### src/rtl/crc_fault_pkg.sv
// rtl/crc_fault_pkg.sv - shared types and fault helper for crc_fault_engine
//
// Purpose : fault mode / FSM state enums and the apply_fault helper.
//           The helper works on a fixed MAX_W-wide word. Callers zero-extend
//           their operand and truncate the result back to the target width,
//           so mask bits above the target width have no effect.
// Ports   : none (package)
package crc_fault_pkg;

  // Widest data or CRC word the fault helper can handle.
  localparam int MAX_W = 64;

  typedef enum logic [1:0] {
    FM_NONE    = 2'b00,
    FM_STUCK   = 2'b01,
    FM_FLIP    = 2'b10,
    FM_ONESHOT = 2'b11
  } fault_mode_e;

  typedef enum logic [1:0] {
    IDLE  = 2'd0,
    ACCUM = 2'd1,
    HOLD  = 2'd2
  } state_e;

  // FM_ONESHOT arrives here only while the one-shot is live. The caller
  // demotes a disarmed one-shot to FM_NONE before calling.
  function automatic logic [MAX_W-1:0] apply_fault(
    input fault_mode_e      mode,
    input logic [MAX_W-1:0] x,
    input logic [MAX_W-1:0] mask,
    input logic [MAX_W-1:0] value
  );
    logic [MAX_W-1:0] r;
    case (mode)
      FM_STUCK:   r = (x & ~mask) | (value & mask);
      FM_FLIP:    r = x ^ mask;
      FM_ONESHOT: r = x ^ mask;
      default:    r = x;
    endcase
    return r;
  endfunction

endpackage

### src/rtl/crc_step_par.sv
// rtl/crc_step_par.sv - combinational one-beat parallel CRC update
//
// Purpose : next CRC after consuming DATA_W data bits, MSB first, non-reflected.
// Ports   : i_crc  [CRC_W]  current CRC register value
//           i_data [DATA_W] beat data, i_data[DATA_W-1] consumed first
//           o_crc  [CRC_W]  CRC after the whole beat
module crc_step_par
  import crc_fault_pkg::*;
#(
  parameter int               DATA_W = 16,
  parameter int               CRC_W  = 16,
  parameter logic [CRC_W-1:0] POLY   = 16'h1021
) (
  input  logic [CRC_W-1:0]  i_crc,
  input  logic [DATA_W-1:0] i_data,
  output logic [CRC_W-1:0]  o_crc
);

  logic [CRC_W-1:0] w_c;
  logic             w_fb;

  // The loop unrolls into DATA_W chained single-bit LFSR steps.
  always_comb begin
    w_c  = i_crc;
    w_fb = 1'b0;
    for (int i = DATA_W - 1; i >= 0; i--) begin
      w_fb = w_c[CRC_W-1] ^ i_data[i];
      w_c  = {w_c[CRC_W-2:0], 1'b0} ^ (w_fb ? POLY : '0);
    end
    o_crc = w_c;
  end

endmodule

### src/rtl/crc_fault_engine.sv
// rtl/crc_fault_engine.sv - fault-injectable parallel CRC engine with golden shadow
//
// Purpose : accumulates framed beats into a faulted CRC and a fault-free golden
//           CRC, presents both per frame with a mismatch flag, and counts
//           delivered frames and mismatching frames (saturating).
// Ports   : clk                    rising-edge clock
//           reset                  async assert, sync release, active low
//           s_valid/s_ready        input beat handshake
//           s_data [DATA_W]        input beat, s_last marks the end of a frame
//           fault_mode [2]         00 none, 01 stuck-at, 10 flip, 11 one-shot flip
//           fault_target           0 corrupt s_data, 1 corrupt CRC state
//           fault_mask/value [FAULT_W] corruption mask and stuck-at values
//           m_valid/m_ready        result handshake
//           m_crc/m_golden [CRC_W] faulted / golden CRC, XOR_OUT applied
//           m_mismatch             m_crc != m_golden
//           frame_cnt/mismatch_cnt [16] saturating counters
module crc_fault_engine
  import crc_fault_pkg::*;
#(
  parameter int               DATA_W  = 16,
  parameter int               CRC_W   = 16,
  parameter logic [CRC_W-1:0] POLY    = 16'h1021,
  parameter logic [CRC_W-1:0] INIT    = 16'hFFFF,
  parameter logic [CRC_W-1:0] XOR_OUT = 16'h0000,
  localparam int              FAULT_W = (DATA_W > CRC_W) ? DATA_W : CRC_W
) (
  input  logic               clk,
  input  logic               reset,
  input  logic               s_valid,
  output logic               s_ready,
  input  logic [DATA_W-1:0]  s_data,
  input  logic               s_last,
  input  logic [1:0]         fault_mode,
  input  logic               fault_target,
  input  logic [FAULT_W-1:0] fault_mask,
  input  logic [FAULT_W-1:0] fault_value,
  output logic               m_valid,
  input  logic               m_ready,
  output logic [CRC_W-1:0]   m_crc,
  output logic [CRC_W-1:0]   m_golden,
  output logic               m_mismatch,
  output logic [15:0]        frame_cnt,
  output logic [15:0]        mismatch_cnt
);

  // Reset synchroniser: assertion clears everything at once, release is
  // retimed to clk so all state leaves reset on the same edge.
  logic [1:0] r_rst_sync;
  logic       w_rst_n;

  always_ff @(posedge clk or negedge reset) begin
    if (!reset) r_rst_sync <= 2'b00;
    else        r_rst_sync <= {r_rst_sync[0], 1'b1};
  end

  assign w_rst_n = r_rst_sync[1];

  // FSM
  state_e r_state;
  state_e w_state_nxt;
  logic   w_s_ready;
  logic   w_m_valid;
  logic   w_beat_acc;
  logic   w_result_acc;

  assign w_beat_acc   = s_valid & w_s_ready;
  assign w_result_acc = w_m_valid & m_ready;

  always_ff @(posedge clk or negedge w_rst_n) begin
    if (!w_rst_n) r_state <= IDLE;
    else          r_state <= w_state_nxt;
  end

  always_comb begin
    w_state_nxt = r_state;
    case (r_state)
      IDLE:    if (w_beat_acc) w_state_nxt = s_last ? HOLD : ACCUM;
      ACCUM:   if (w_beat_acc && s_last) w_state_nxt = HOLD;
      HOLD:    if (m_ready) w_state_nxt = IDLE;
      default: w_state_nxt = IDLE;
    endcase
  end

  always_comb begin
    w_s_ready = 1'b0;
    w_m_valid = 1'b0;
    case (r_state)
      IDLE, ACCUM: w_s_ready = 1'b1;
      HOLD:        w_m_valid = 1'b1;
      default: begin
        w_s_ready = 1'b0;
        w_m_valid = 1'b0;
      end
    endcase
  end

  // One-shot tracking. The one-shot is live on the cycle the mode enters 11
  // (edge against last cycle's mode) and stays live until a beat is accepted
  // or the mode leaves 11.
  fault_mode_e r_prev_mode;
  logic        r_os_armed;
  fault_mode_e w_mode_in;
  fault_mode_e w_mode_eff;
  fault_mode_e w_mode_data;
  fault_mode_e w_mode_crc;
  logic        w_os_live;

  assign w_mode_in = fault_mode_e'(fault_mode);
  assign w_os_live = (w_mode_in == FM_ONESHOT) &&
                     (r_os_armed || (r_prev_mode != FM_ONESHOT));

  always_ff @(posedge clk or negedge w_rst_n) begin
    if (!w_rst_n) begin
      r_prev_mode <= FM_NONE;
      r_os_armed  <= 1'b0;
    end else begin
      r_prev_mode <= w_mode_in;
      r_os_armed  <= w_os_live & ~w_beat_acc;
    end
  end

  always_comb begin
    w_mode_eff = w_mode_in;
    if ((w_mode_in == FM_ONESHOT) && !w_os_live) w_mode_eff = FM_NONE;
  end

  assign w_mode_data = fault_target ? FM_NONE : w_mode_eff;
  assign w_mode_crc  = fault_target ? w_mode_eff : FM_NONE;

  // Faulted path operands. A state fault only alters what feeds the step;
  // r_crc_f itself is never overwritten by the fault.
  logic [CRC_W-1:0]  r_crc_f;
  logic [CRC_W-1:0]  r_crc_g;
  logic [DATA_W-1:0] w_data_f;
  logic [CRC_W-1:0]  w_crc_in_f;
  logic [CRC_W-1:0]  w_crc_nxt_f;
  logic [CRC_W-1:0]  w_crc_nxt_g;

  assign w_data_f   = DATA_W'(apply_fault(w_mode_data, MAX_W'(s_data),
                                          MAX_W'(fault_mask), MAX_W'(fault_value)));
  assign w_crc_in_f = CRC_W'(apply_fault(w_mode_crc, MAX_W'(r_crc_f),
                                         MAX_W'(fault_mask), MAX_W'(fault_value)));

  crc_step_par #(
    .DATA_W (DATA_W),
    .CRC_W  (CRC_W),
    .POLY   (POLY)
  ) u_step_f (
    .i_crc  (w_crc_in_f),
    .i_data (w_data_f),
    .o_crc  (w_crc_nxt_f)
  );

  crc_step_par #(
    .DATA_W (DATA_W),
    .CRC_W  (CRC_W),
    .POLY   (POLY)
  ) u_step_g (
    .i_crc  (r_crc_g),
    .i_data (s_data),
    .o_crc  (w_crc_nxt_g)
  );

  // CRC state and result registers
  logic [CRC_W-1:0] r_m_crc;
  logic [CRC_W-1:0] r_m_golden;
  logic             r_m_mismatch;

  always_ff @(posedge clk or negedge w_rst_n) begin
    if (!w_rst_n) begin
      r_crc_f      <= INIT;
      r_crc_g      <= INIT;
      r_m_crc      <= '0;
      r_m_golden   <= '0;
      r_m_mismatch <= 1'b0;
    end else if (w_beat_acc) begin
      r_crc_f <= w_crc_nxt_f;
      r_crc_g <= w_crc_nxt_g;
      if (s_last) begin
        r_m_crc      <= w_crc_nxt_f ^ XOR_OUT;
        r_m_golden   <= w_crc_nxt_g ^ XOR_OUT;
        r_m_mismatch <= (w_crc_nxt_f != w_crc_nxt_g);
      end
    end else if (w_result_acc) begin
      r_crc_f <= INIT;
      r_crc_g <= INIT;
    end
  end

  // Saturating counters
  logic [15:0] r_frame_cnt;
  logic [15:0] r_mismatch_cnt;

  always_ff @(posedge clk or negedge w_rst_n) begin
    if (!w_rst_n) begin
      r_frame_cnt    <= 16'h0000;
      r_mismatch_cnt <= 16'h0000;
    end else if (w_result_acc) begin
      if (r_frame_cnt != 16'hFFFF) r_frame_cnt <= r_frame_cnt + 16'd1;
      if (r_m_mismatch && (r_mismatch_cnt != 16'hFFFF))
        r_mismatch_cnt <= r_mismatch_cnt + 16'd1;
    end
  end

  assign s_ready      = w_s_ready;
  assign m_valid      = w_m_valid;
  assign m_crc        = r_m_crc;
  assign m_golden     = r_m_golden;
  assign m_mismatch   = r_m_mismatch;
  assign frame_cnt    = r_frame_cnt;
  assign mismatch_cnt = r_mismatch_cnt;

endmodule

### config.mk
export PLATFORM = sky130hd
export DESIGN_NAME = crc_fault_engine
export DESIGN_NICKNAME = d
export VERILOG_FILES = /design/src/rtl/crc_fault_pkg.sv /design/src/rtl/crc_step_par.sv /design/src/rtl/crc_fault_engine.sv
export SDC_FILE = /design/constraint.sdc
export NUM_CORES = 1
export LEC_CHECK = 0
export CORE_ASPECT_RATIO = 1.75
export CORE_UTILIZATION = 45
export DETAILED_ROUTE_END_ITERATION = 7
export GPL_TIMING_DRIVEN = 1
export PLACE_DENSITY = 0.73
export SETUP_SLACK_MARGIN = 0.4
export SLEW_MARGIN = 20
export SYNTH_ARGS = -nofsm -noshare
export SYNTH_HDL_FRONTEND = slang
export SYNTH_SLANG_ARGS = --single-unit
### constraint.sdc
create_clock -name clk -period 3 [get_ports clk]
set_clock_uncertainty 0.2 [all_clocks]
set_input_delay 0.6 -clock clk [delete_from_list [all_inputs] [get_ports clk]]
set_output_delay 0.6 -clock clk [all_outputs]
set_load 0.02 [all_outputs]
==> impl_metrics.tcl, run 1 <==
set metrics [dict create \
    outcome "complete, but fails checks" \
    violations "setup timing" \
    area_growth_pct 67.8 \
    rows 57 \
    worst_pin_slew_ns 0.614 \
    critPathSlowestCell "xnor3_2" \
    grt_pass1_wl_mm 35.5 \
    nets 1035 \
    cpPeakStageDelay_ns 0.46 \
    first_global_vias 6673 \
    finalHoldViolCount 0 \
    cts.path.max_buffers 2 \
    drc 0 \
    start_util 0.464 \
    synth_cell_type_count 71 \
    port_buffers 122 \
    firstDrtPassIters 7 \
    dpl.hpwl_mm 16.9 \
    synthesis.instances 656 \
    period_share 1.17 \
    totalWireLength_mm 24.9 \
    rsz0062_at_grt "yes" \
    via_count 6536 \
    synthesis.area_mm2 0.00653 \
    crit_required_ns 3.03 \
    cap_violations 0 \
    crit_path_start_kind "input pin" \
    mostFrequentLayoutCells "170 x buf_4, 104 x clkdlybuf4s50_1, 69 x dfrtp_1" \
    setup_slack_ns -0.506 \
    root_buffer "clkbuf_16" \
    crit_type "input pin to flip-flop" \
    r2r_start "r_prev_mode[1]$_DFF_PN0_" \
    final_cells 1159 \
    die_area_mm2 0.0150 \
    grt_usage 0.316 \
    cts_max_level 3 \
    ys_seq_elements 104 \
    synth-edff-count 0 \
    finalCriticalPeriod_ns 3.51 \
    place_congestion 0.991 \
    cp.arrival_ns 3.54 \
    routedWlPerCell_um 21.4 \
    layout_commonest_cell "buf_4" \
    fin_tns_setup_ns -5.48 \
    synth_flop_cell "dfrtp_1" \
    pre_cts_ws_ns -1.29 \
    grt_max_degree 66 \
    postSynthAreaPerCell_um2 9.95 \
    drive_above_1_share 0.437 \
    fillers 867 \
    drtIter0Drc 347 \
    clock_latency_ns 0.36 \
    cts_tree "done" \
    holdBufCountCts 0 \
    crit_path_start "fault_mode[1]" \
    final_util 0.779 \
    syn_nets 714 \
    clk_pin_slew_ns 0.08 \
    fmax_ghz 0.285 \
    cts_inserted_buffers 9 \
    relSlewSlack 0.591 \
    numClockSinks 104 \
    crit_fanout 6 \
    antenna_found_initial 0 \
    antenna_left 0 \
    async_reset_ff_frac 1.00 \
    io_pins 123 \
    hp-class "flip-flop to async pin" \
    end_kind "flip-flop" \
    finalSetupViolCount 27 \
    antenna_cells 0 \
    synth.top_cell.area_share 0.276 \
    grt-ovfl-total 0 \
    placed_cells 1069 \
    path_cells "buf_6 -> buf_6 -> buf_6 -> or3b_4 -> buf_12 -> o21ai_4 -> nand2_1 -> a22o_1 -> xnor3_2 -> buf_6 -> xnor3_2 -> xor2_1 -> nor4_2 -> a31oi_1" \
    synth_top_area_cell "dfrtp_1" \
    viasPerCell 5.64 \
    core-area_mm2 0.0140 \
    ys_warn_count 0 \
    die_w_um 93.0 \
    synth_top_cells_by_area "dfrtp_1 28%, dfstp_2 13%, xnor2_1 10%" \
    drv_slew 0 \
    crit_path_frequent_cell "buf_6" \
    ys_seq_area_frac 0.405 \
    dieHeight_um 161 \
]
-- synth_stat cells (2+ instances only) --
| cell type | instances |
|---|---|
| xnor2_1 | 78 |
| dfrtp_1 | 72 |
| nand2_1 | 69 |
| a21oi_1 | 45 |
| o21ai_0 | 44 |
| xor2_1 | 42 |
| nor2_1 | 39 |
| dfstp_2 | 32 |
| clkbuf_1 | 17 |
| nand4_1 | 16 |
| nand3_1 | 15 |
| and3_1 | 12 |
| inv_1 | 12 |
| a31oi_1 | 10 |
| a211oi_1 | 9 |
| xnor2_2 | 9 |
| xnor3_1 | 9 |
| o22ai_1 | 8 |
| nand2b_1 | 7 |
| nor2b_1 | 7 |
| nor3_1 | 7 |
| o211ai_1 | 7 |
| buf_2 | 6 |
| nand4b_1 | 6 |
| buf_6 | 5 |
| nor3b_1 | 5 |
| o2bb2ai_1 | 4 |
| a21boi_0 | 3 |
| a22oi_1 | 3 |
| and4_1 | 3 |
| mux2_2 | 3 |
| mux2i_1 | 3 |
| xnor3_2 | 3 |
| xor2_2 | 3 |
| and2_1 | 2 |
| ha_1 | 2 |
| nand3_2 | 2 |
| o221ai_1 | 2 |
| o311ai_0 | 2 |
| or3_1 | 2 |
-- per-layer routing --
metal,GRT usage,wire (um),share of wire,vias up
met1,0.335,8740,0.35,3218
met5,0,0,0,-
met4,0.195,1850,0.074,0
li1,-,-,-,2934
met2,0.578,13200,0.53,277
met3,0.0433,1080,0.044,107
-- what timing repair did --
action	4_1_cts	5_1_grt
endpoints found under the hold margin	0	0
gates resized for setup	140	77
buffers inserted	48	26
setup endpoints to repair	56	48
pin swaps	55	49
-- worst paths after layout --
| kind | endpoint | slack, ns | depth (start not counted) |
|---|---|---|---|
| min | m_crc[9]$_DFFE_PN0P_ | 0.12 | 0 |
| max in group asynchronous | r_crc_g[8]$_DFFE_PN1P_ | 1.71 | 1 |
| min in group clk | r_rst_sync[1]$_DFF_PN0_ | 0.16 | 0 |
| max | m_mismatch$_DFFE_PN0P_ | -0.51 | 14 |
| max reg2reg | m_mismatch$_DFFE_PN0P_ | -0.42 | 12 |
| min reg2reg | m_crc[9]$_DFFE_PN0P_ | 0.12 | 0 |
-- through the flow --
step	hold WS, ns	instance area (um^2)
floorplan	0.104	6790
global placement	0.109	9180
detailed placement	0.120	9180
CTS	0.128	10400
global route	0.167	10900
finish	0.118	10900
-- state kept, by name (all words and copies together), names as in the netlist --
register and cells:
frame_cnt 16, m_crc 16, m_golden 16, m_mismatch 1, mismatch_cnt 16, r_crc_f 16, r_crc_g 16, r_os_armed 1
r_prev_mode 2, r_rst_sync 2, r_state 2
-- area by class of cell --
type,count,area [um^2],area share
sequential,104,2650,0.242
timing repair buffer,339,3070,0.280
inverter,12,45.0,0.00411
clock inverter,7,61.3,0.00560
multi-input combinational,511,4680,0.427
clock buffer,9,225,0.0206
tap,177,221,0.0202
-- worst max-delay path, delay by kind of cell --
family	cells	cell delay, ns
AO/OA/AOI/OAI	3	0.42
XOR/XNOR	3	1.02
buffers and inverters	5	0.64
AND/OR/NAND/NOR	3	0.86
-- logic make-up (layout without fill, tap and decap cells) --
group                      count (synthesis)  count (layout)  synth area share
muxes                                      6               6           0.00978
adders and majority gates                  2               2           0.00383
AOI/OAI and AO/OA                        152             152             0.148
other                                      1               1          0.000575
xor gates and xnor gates                 146             146             0.241
DFF                                      104             104             0.405
buffers and inverters                     41             367            0.0311
and+or+nand+nor                          204             204             0.161
Power of run 1 is left out: the tool's default activity adds up to more than one toggle a clock period on the data nets, which glitch-free logic cannot reach.
==> run 2, diff against run 1 <==
- CORE_UTILIZATION: 45 -> 48
- PLACE_DENSITY: 0.73 -> 0.77
==> impl_metrics.tcl, run 2 (synthesis results as in run 1) <==
set metrics [dict create \
    via_count 6578 \
    reg2reg_slack_ns -0.43 \
    path_buf_inv 5 \
    antenna_cells 0 \
    cp_top_family "XOR/XNOR gates" \
    root_buffer "clkbuf_16" \
    timing.rr.end "m_mismatch$_DFFE_PN0P_" \
    crit_fanout 6 \
    rr_worst_depth 13 \
    drc 0 \
    nets 1031 \
    layout_commonest_cell "buf_4" \
    drtIter0Drc 372 \
    cap_violations 0 \
    antenna_left 0 \
    r2r_start "r_prev_mode[1]$_DFF_PN0_" \
    grt_usage 0.335 \
    crit_path_start_kind "input pin" \
    first_global_vias 6722 \
    drv_slew 0 \
    worst_pin_slew_ns 0.605 \
    cpPeakStageDelay_ns 0.55 \
    setup_slack_ns -0.466 \
    grt_pass1_wl_mm 35.5 \
    rsz0062_at_grt "yes" \
    cts.path.max_buffers 2 \
    crit_path_frequent_cell "buf_12" \
    fmax_ghz 0.288 \
    firstDrtPassIters 5 \
    finalHoldViolCount 0 \
    viasPerCell 5.71 \
    period_share 1.16 \
    hp-class "flip-flop to async pin" \
    dpl.hpwl_mm 17.0 \
    mostFrequentLayoutCells "153 x buf_4, 100 x clkdlybuf4s50_1, 68 x dfrtp_1" \
    cts_inserted_buffers 9 \
    rows 56 \
    violations "setup timing" \
    die_area_mm2 0.0141 \
    area_growth_pct 71.1 \
    crit_type "input pin to flip-flop" \
    die_w_um 90.1 \
    cts_tree "done" \
    finalSetupViolCount 20 \
    numClockSinks 104 \
    end_kind "flip-flop" \
    holdBufCountCts 0 \
    dieHeight_um 156 \
    totalWireLength_mm 25.9 \
    grt_max_degree 66 \
    place_congestion 0.913 \
    relSlewSlack 0.597 \
    clock_latency_ns 0.35 \
    antenna_found_initial 0 \
    path_cells "buf_6 -> buf_6 -> nor3b_4 -> buf_12 -> buf_12 -> a211oi_2 -> nor3b_2 -> xnor2_2 -> xnor3_2 -> buf_12 -> xor2_4 -> and2_1 -> mux2i_1 -> a2111oi_2 -> a31oi_1" \
    clk_pin_slew_ns 0.08 \
    cp.arrival_ns 3.49 \
    finalCriticalPeriod_ns 3.47 \
    grt-ovfl-total 0 \
    io_pins 123 \
    drive_above_1_share 0.442 \
    start_util 0.490 \
    critPathSlowestCell "xnor3_2" \
    fin_tns_setup_ns -4.26 \
    core-area_mm2 0.0133 \
    outcome "complete, but fails checks" \
    cts_max_level 3 \
    port_buffers 122 \
    crit_path_start "fault_mode[1]" \
    routedWlPerCell_um 22.5 \
    crit_required_ns 3.03 \
]
==> run 2: changes by cell type in the layout (fill, tap and decap cells not counted), sizes merged <==
cell	previous run	this run
nand4b	7	8
clkdlybuf4s15	0	5
buf	220	215
dlygate4sd2	7	4
clkinv	3	4
clkdlybuf4s50	104	100
inv	16	15
dlymetal6s2s	3	5
==> run 2: routing by layer <==
metal,global-route usage,vias to the layer above,share of wire
met2,0.628,295,0.53
met5,0,-,0
met3,0.0544,105,0.054
met1,0.333,3247,0.34
li1,-,2931,-
met4,0.236,0,0.079
==> run 2: how the worst max path moves through the flow <==
stage / end / slack [ns] / cells after the start
after detailed placement: m_mismatch$_DFFE_PN0P_ / -1.20 / 12
final: m_mismatch$_DFFE_PN0P_ / -0.47 / 15
after floorplan: m_mismatch$_DFFE_PN0P_ / -0.44 / 12
after global placement: m_mismatch$_DFFE_PN0P_ / -1.16 / 12
after global routing: m_mismatch$_DFFE_PN0P_ / -0.53 / 15
after CTS: m_mismatch$_DFFE_PN0P_ / -0.36 / 16
==> run 2: metrics by stage <==
step | instance area, um^2 | hold slack [ns] | utilization | setup WS (ns) | cells
2_1_floorplan | 6790 | 0.104 | - | -0.441 | 656
3_3_place_gp | 9290 | 0.135 | 0.697 | -1.16 | 1074
3_5_place_dp | 9290 | 0.143 | 0.697 | -1.20 | 1074
4_1_cts | 10400 | 0.152 | 0.783 | -0.358 | 1124
5_1_grt | 11200 | 0.193 | 0.839 | -0.530 | 1152
6_report | 11200 | 0.143 | 0.839 | -0.466 | 1152
==> run 2: repair_timing <==
action / in CTS / in global routing
setup endpoints to repair: 52 / 46
resized for setup: 127 / 112
gates cloned: 2 / 3
pin swaps: 46 / 42
buffers inserted: 32 / 25
==> run 2: area by class of cell <==
cell class                      instances  area [um^2]
Tap cell                              174          218
Clock inverter                          7         83.8
Fill cell                             720         2150
Multi-Input combinational cell        512         4780
Timing Repair Buffer                  334         3170
Sequential cell                       104         2650
Clock buffer                            9          225
Inverter                               12         45.0
Power of run 2 is left out for the same reason.
==> run 3, diff against run 2 <==
- SYNTH_HIERARCHICAL: unset -> 1
==> impl_metrics.tcl, run 3 <==
set metrics [dict create \
    outcome "complete, but fails checks" \
    violations "setup timing" \
    antenna_cells 0 \
    rr_worst_depth 15 \
    first_global_vias 6867 \
    crit_fanout 6 \
    die_w_um 90.8 \
    holdBufCountCts 0 \
    rsz0062_at_grt "yes" \
    area_growth_pct 66.2 \
    syn_nets 733 \
    routedWlPerCell_um 23.5 \
    hp-class "flip-flop to async pin" \
    dieHeight_um 157 \
    synthesis.instances 675 \
    cap_violations 0 \
    synth-edff-count 0 \
    ys_seq_elements 104 \
    synth_cell_type_count 51 \
    synth_top_cells_by_area "dfrtp_1 27%, dfstp_2 13%, xnor2_1 11%" \
    mostFrequentLayoutCells "131 x buf_4, 106 x clkdlybuf4s50_1, 71 x dfrtp_1" \
    end_kind "flip-flop" \
    clock_latency_ns 0.36 \
    totalWireLength_mm 26.9 \
    antenna_found_initial 0 \
    postSynthAreaPerCell_um2 9.82 \
    worst_pin_slew_ns 0.806 \
    viasPerCell 6.02 \
    cts_inserted_buffers 9 \
    grt_usage 0.326 \
    setup_slack_ns -1.10 \
    firstDrtPassIters 7 \
    synth.top_cell.area_share 0.272 \
    synth_common_cells "86 x xnor2_1, 76 x nand2_1, 72 x dfrtp_1, 70 x nor2_1, 66 x a211oi_1" \
    synth_top_area_cell "dfrtp_1" \
    relSlewSlack 0.462 \
    finalSetupViolCount 33 \
    clk_pin_slew_ns 0.08 \
    rows 56 \
    fmax_ghz 0.244 \
    grt_max_degree 66 \
    core-area_mm2 0.0135 \
    crit_type "flip-flop to flip-flop" \
    synth_flop_cell "dfrtp_1" \
    drive_above_1_share 0.443 \
    synthesis.area_mm2 0.00663 \
    ys_seq_area_frac 0.399 \
    drtIter0Drc 437 \
    async_reset_ff_frac 1.00 \
    crit_required_ns 3.03 \
    grt-ovfl-total 0 \
    drc 0 \
    grt_pass1_wl_mm 35.8 \
    finalCriticalPeriod_ns 4.10 \
    dpl.hpwl_mm 14.7 \
    layout_commonest_cell "buf_4" \
    synth_most_common_cell "xnor2_1" \
    via_count 6907 \
    cts_max_level 3 \
    fin_tns_setup_ns -15.22 \
    nets 1027 \
    cts.path.max_buffers 2 \
    port_buffers 122 \
    cts_tree "done" \
    start_util 0.493 \
    ys_warn_count 6 \
    drv_slew 0 \
    cp.arrival_ns 4.12 \
    numClockSinks 104 \
    place_congestion 0.869 \
    die_area_mm2 0.0143 \
    finalHoldViolCount 0 \
    period_share 1.37 \
    root_buffer "clkbuf_16" \
    antenna_left 0 \
    io_pins 123 \
    crit_path_start_kind "flip-flop" \
]
run 3: cell count changes after synthesis, moves of 8 or more:
| cell | change |
|---|---|
| o21ai_0 | -11 |
| clkbuf_1 | -9 |
| inv_1 | -11 |
| nor2_1 | +31 |
| xnor2_1 | +8 |
| mux2_1 | +8 |
| a211oi_1 | +57 |
| mux2_2 | +23 |
| buf_2 | +12 |
| o22ai_1 | -8 |
| a31oi_1 | -10 |
| nand3_1 | -8 |
run 3: through the flow:
stage	util	cell area, um^2	hold slack, ns	cells	setup slack (ns)
global route	0.819	11000	0.132	1148	-1.15
CTS	0.772	10400	0.101	1124	-0.574
finish	0.819	11000	0.0888	1148	-1.10
floorplan	-	6890	0.104	675	-0.434
global placement	0.682	9180	0.0864	1071	-1.30
detailed placement	0.682	9180	0.0945	1071	-1.36
run 3: path summary, 6_finish.rpt:
check                      slack, ns                 endpoint                     from
setup reg to reg               -1.10   m_mismatch$_DFFE_PN0P_     r_os_armed$_DFF_PN0_
hold reg to reg                 0.09   m_mismatch$_DFFE_PN0P_  r_rst_sync[1]$_DFF_PN0_
min in group clk                0.17  r_rst_sync[1]$_DFF_PN0_  r_rst_sync[0]$_DFF_PN0_
max in group asynchronous       1.75   r_crc_g[1]$_DFFE_PN1P_  r_rst_sync[1]$_DFF_PN0_
setup / recovery               -1.10   m_mismatch$_DFFE_PN0P_     r_os_armed$_DFF_PN0_
hold / removal                  0.09   m_mismatch$_DFFE_PN0P_  r_rst_sync[1]$_DFF_PN0_
run 3: critical path, stage by stage (launching register included):
cell and delay (ns):
dfrtp_1 0.38, nand3b_1 0.30, o211ai_4 0.34, buf_12 0.17
buf_4 0.11, a211oi_2 0.04, a211oi_2 0.28, xnor2_2 0.18
xor3_2 0.54, xnor2_4 0.17, buf_6 0.14, xnor2_4 0.14
xnor2_2 0.31, nand4_1 0.17, nor4_1 0.36, o21ai_1 0.11
run 3: what timing repair did:
| action | CTS | global route |
|---|---|---|
| pin swaps | 61 | 49 |
| gates cloned | 2 | 0 |
| buffers inserted | 35 | 24 |
| resized for setup | 150 | 93 |
| setup endpoints to repair | 55 | 47 |
run 3: kinds of logic after synthesis:
| family | share of synthesized area |
|---|---|
| buf+inv | 0.0221 |
| xor+xnor | 0.226 |
| simple gates | 0.152 |
| fa+ha+maj | 0.00378 |
| flops | 0.399 |
| compound gates | 0.139 |
| mux | 0.0578 |
| other cells | 0.000566 |
run 3: final cells by class:
class	instances	area [um^2]
Sequential cell	104	2650
Inverter	2	10.0
Fill cell	725	2440
Multi-Input combinational cell	540	4900
Timing Repair Buffer	312	2950
Clock buffer	9	225
Tap cell	174	218
Clock inverter	7	65.1
run 3: per-layer routing:
layer	track usage	part of all wire	up-vias	wire length, um
met5	0	0	-	0
li1	-	-	2947	-
met2	0.608	0.52	415	14000
met4	0.188	0.072	0	1940
met3	0.0531	0.063	164	1710
met1	0.344	0.34	3381	9250
Power of run 3 is left out for the same reason.
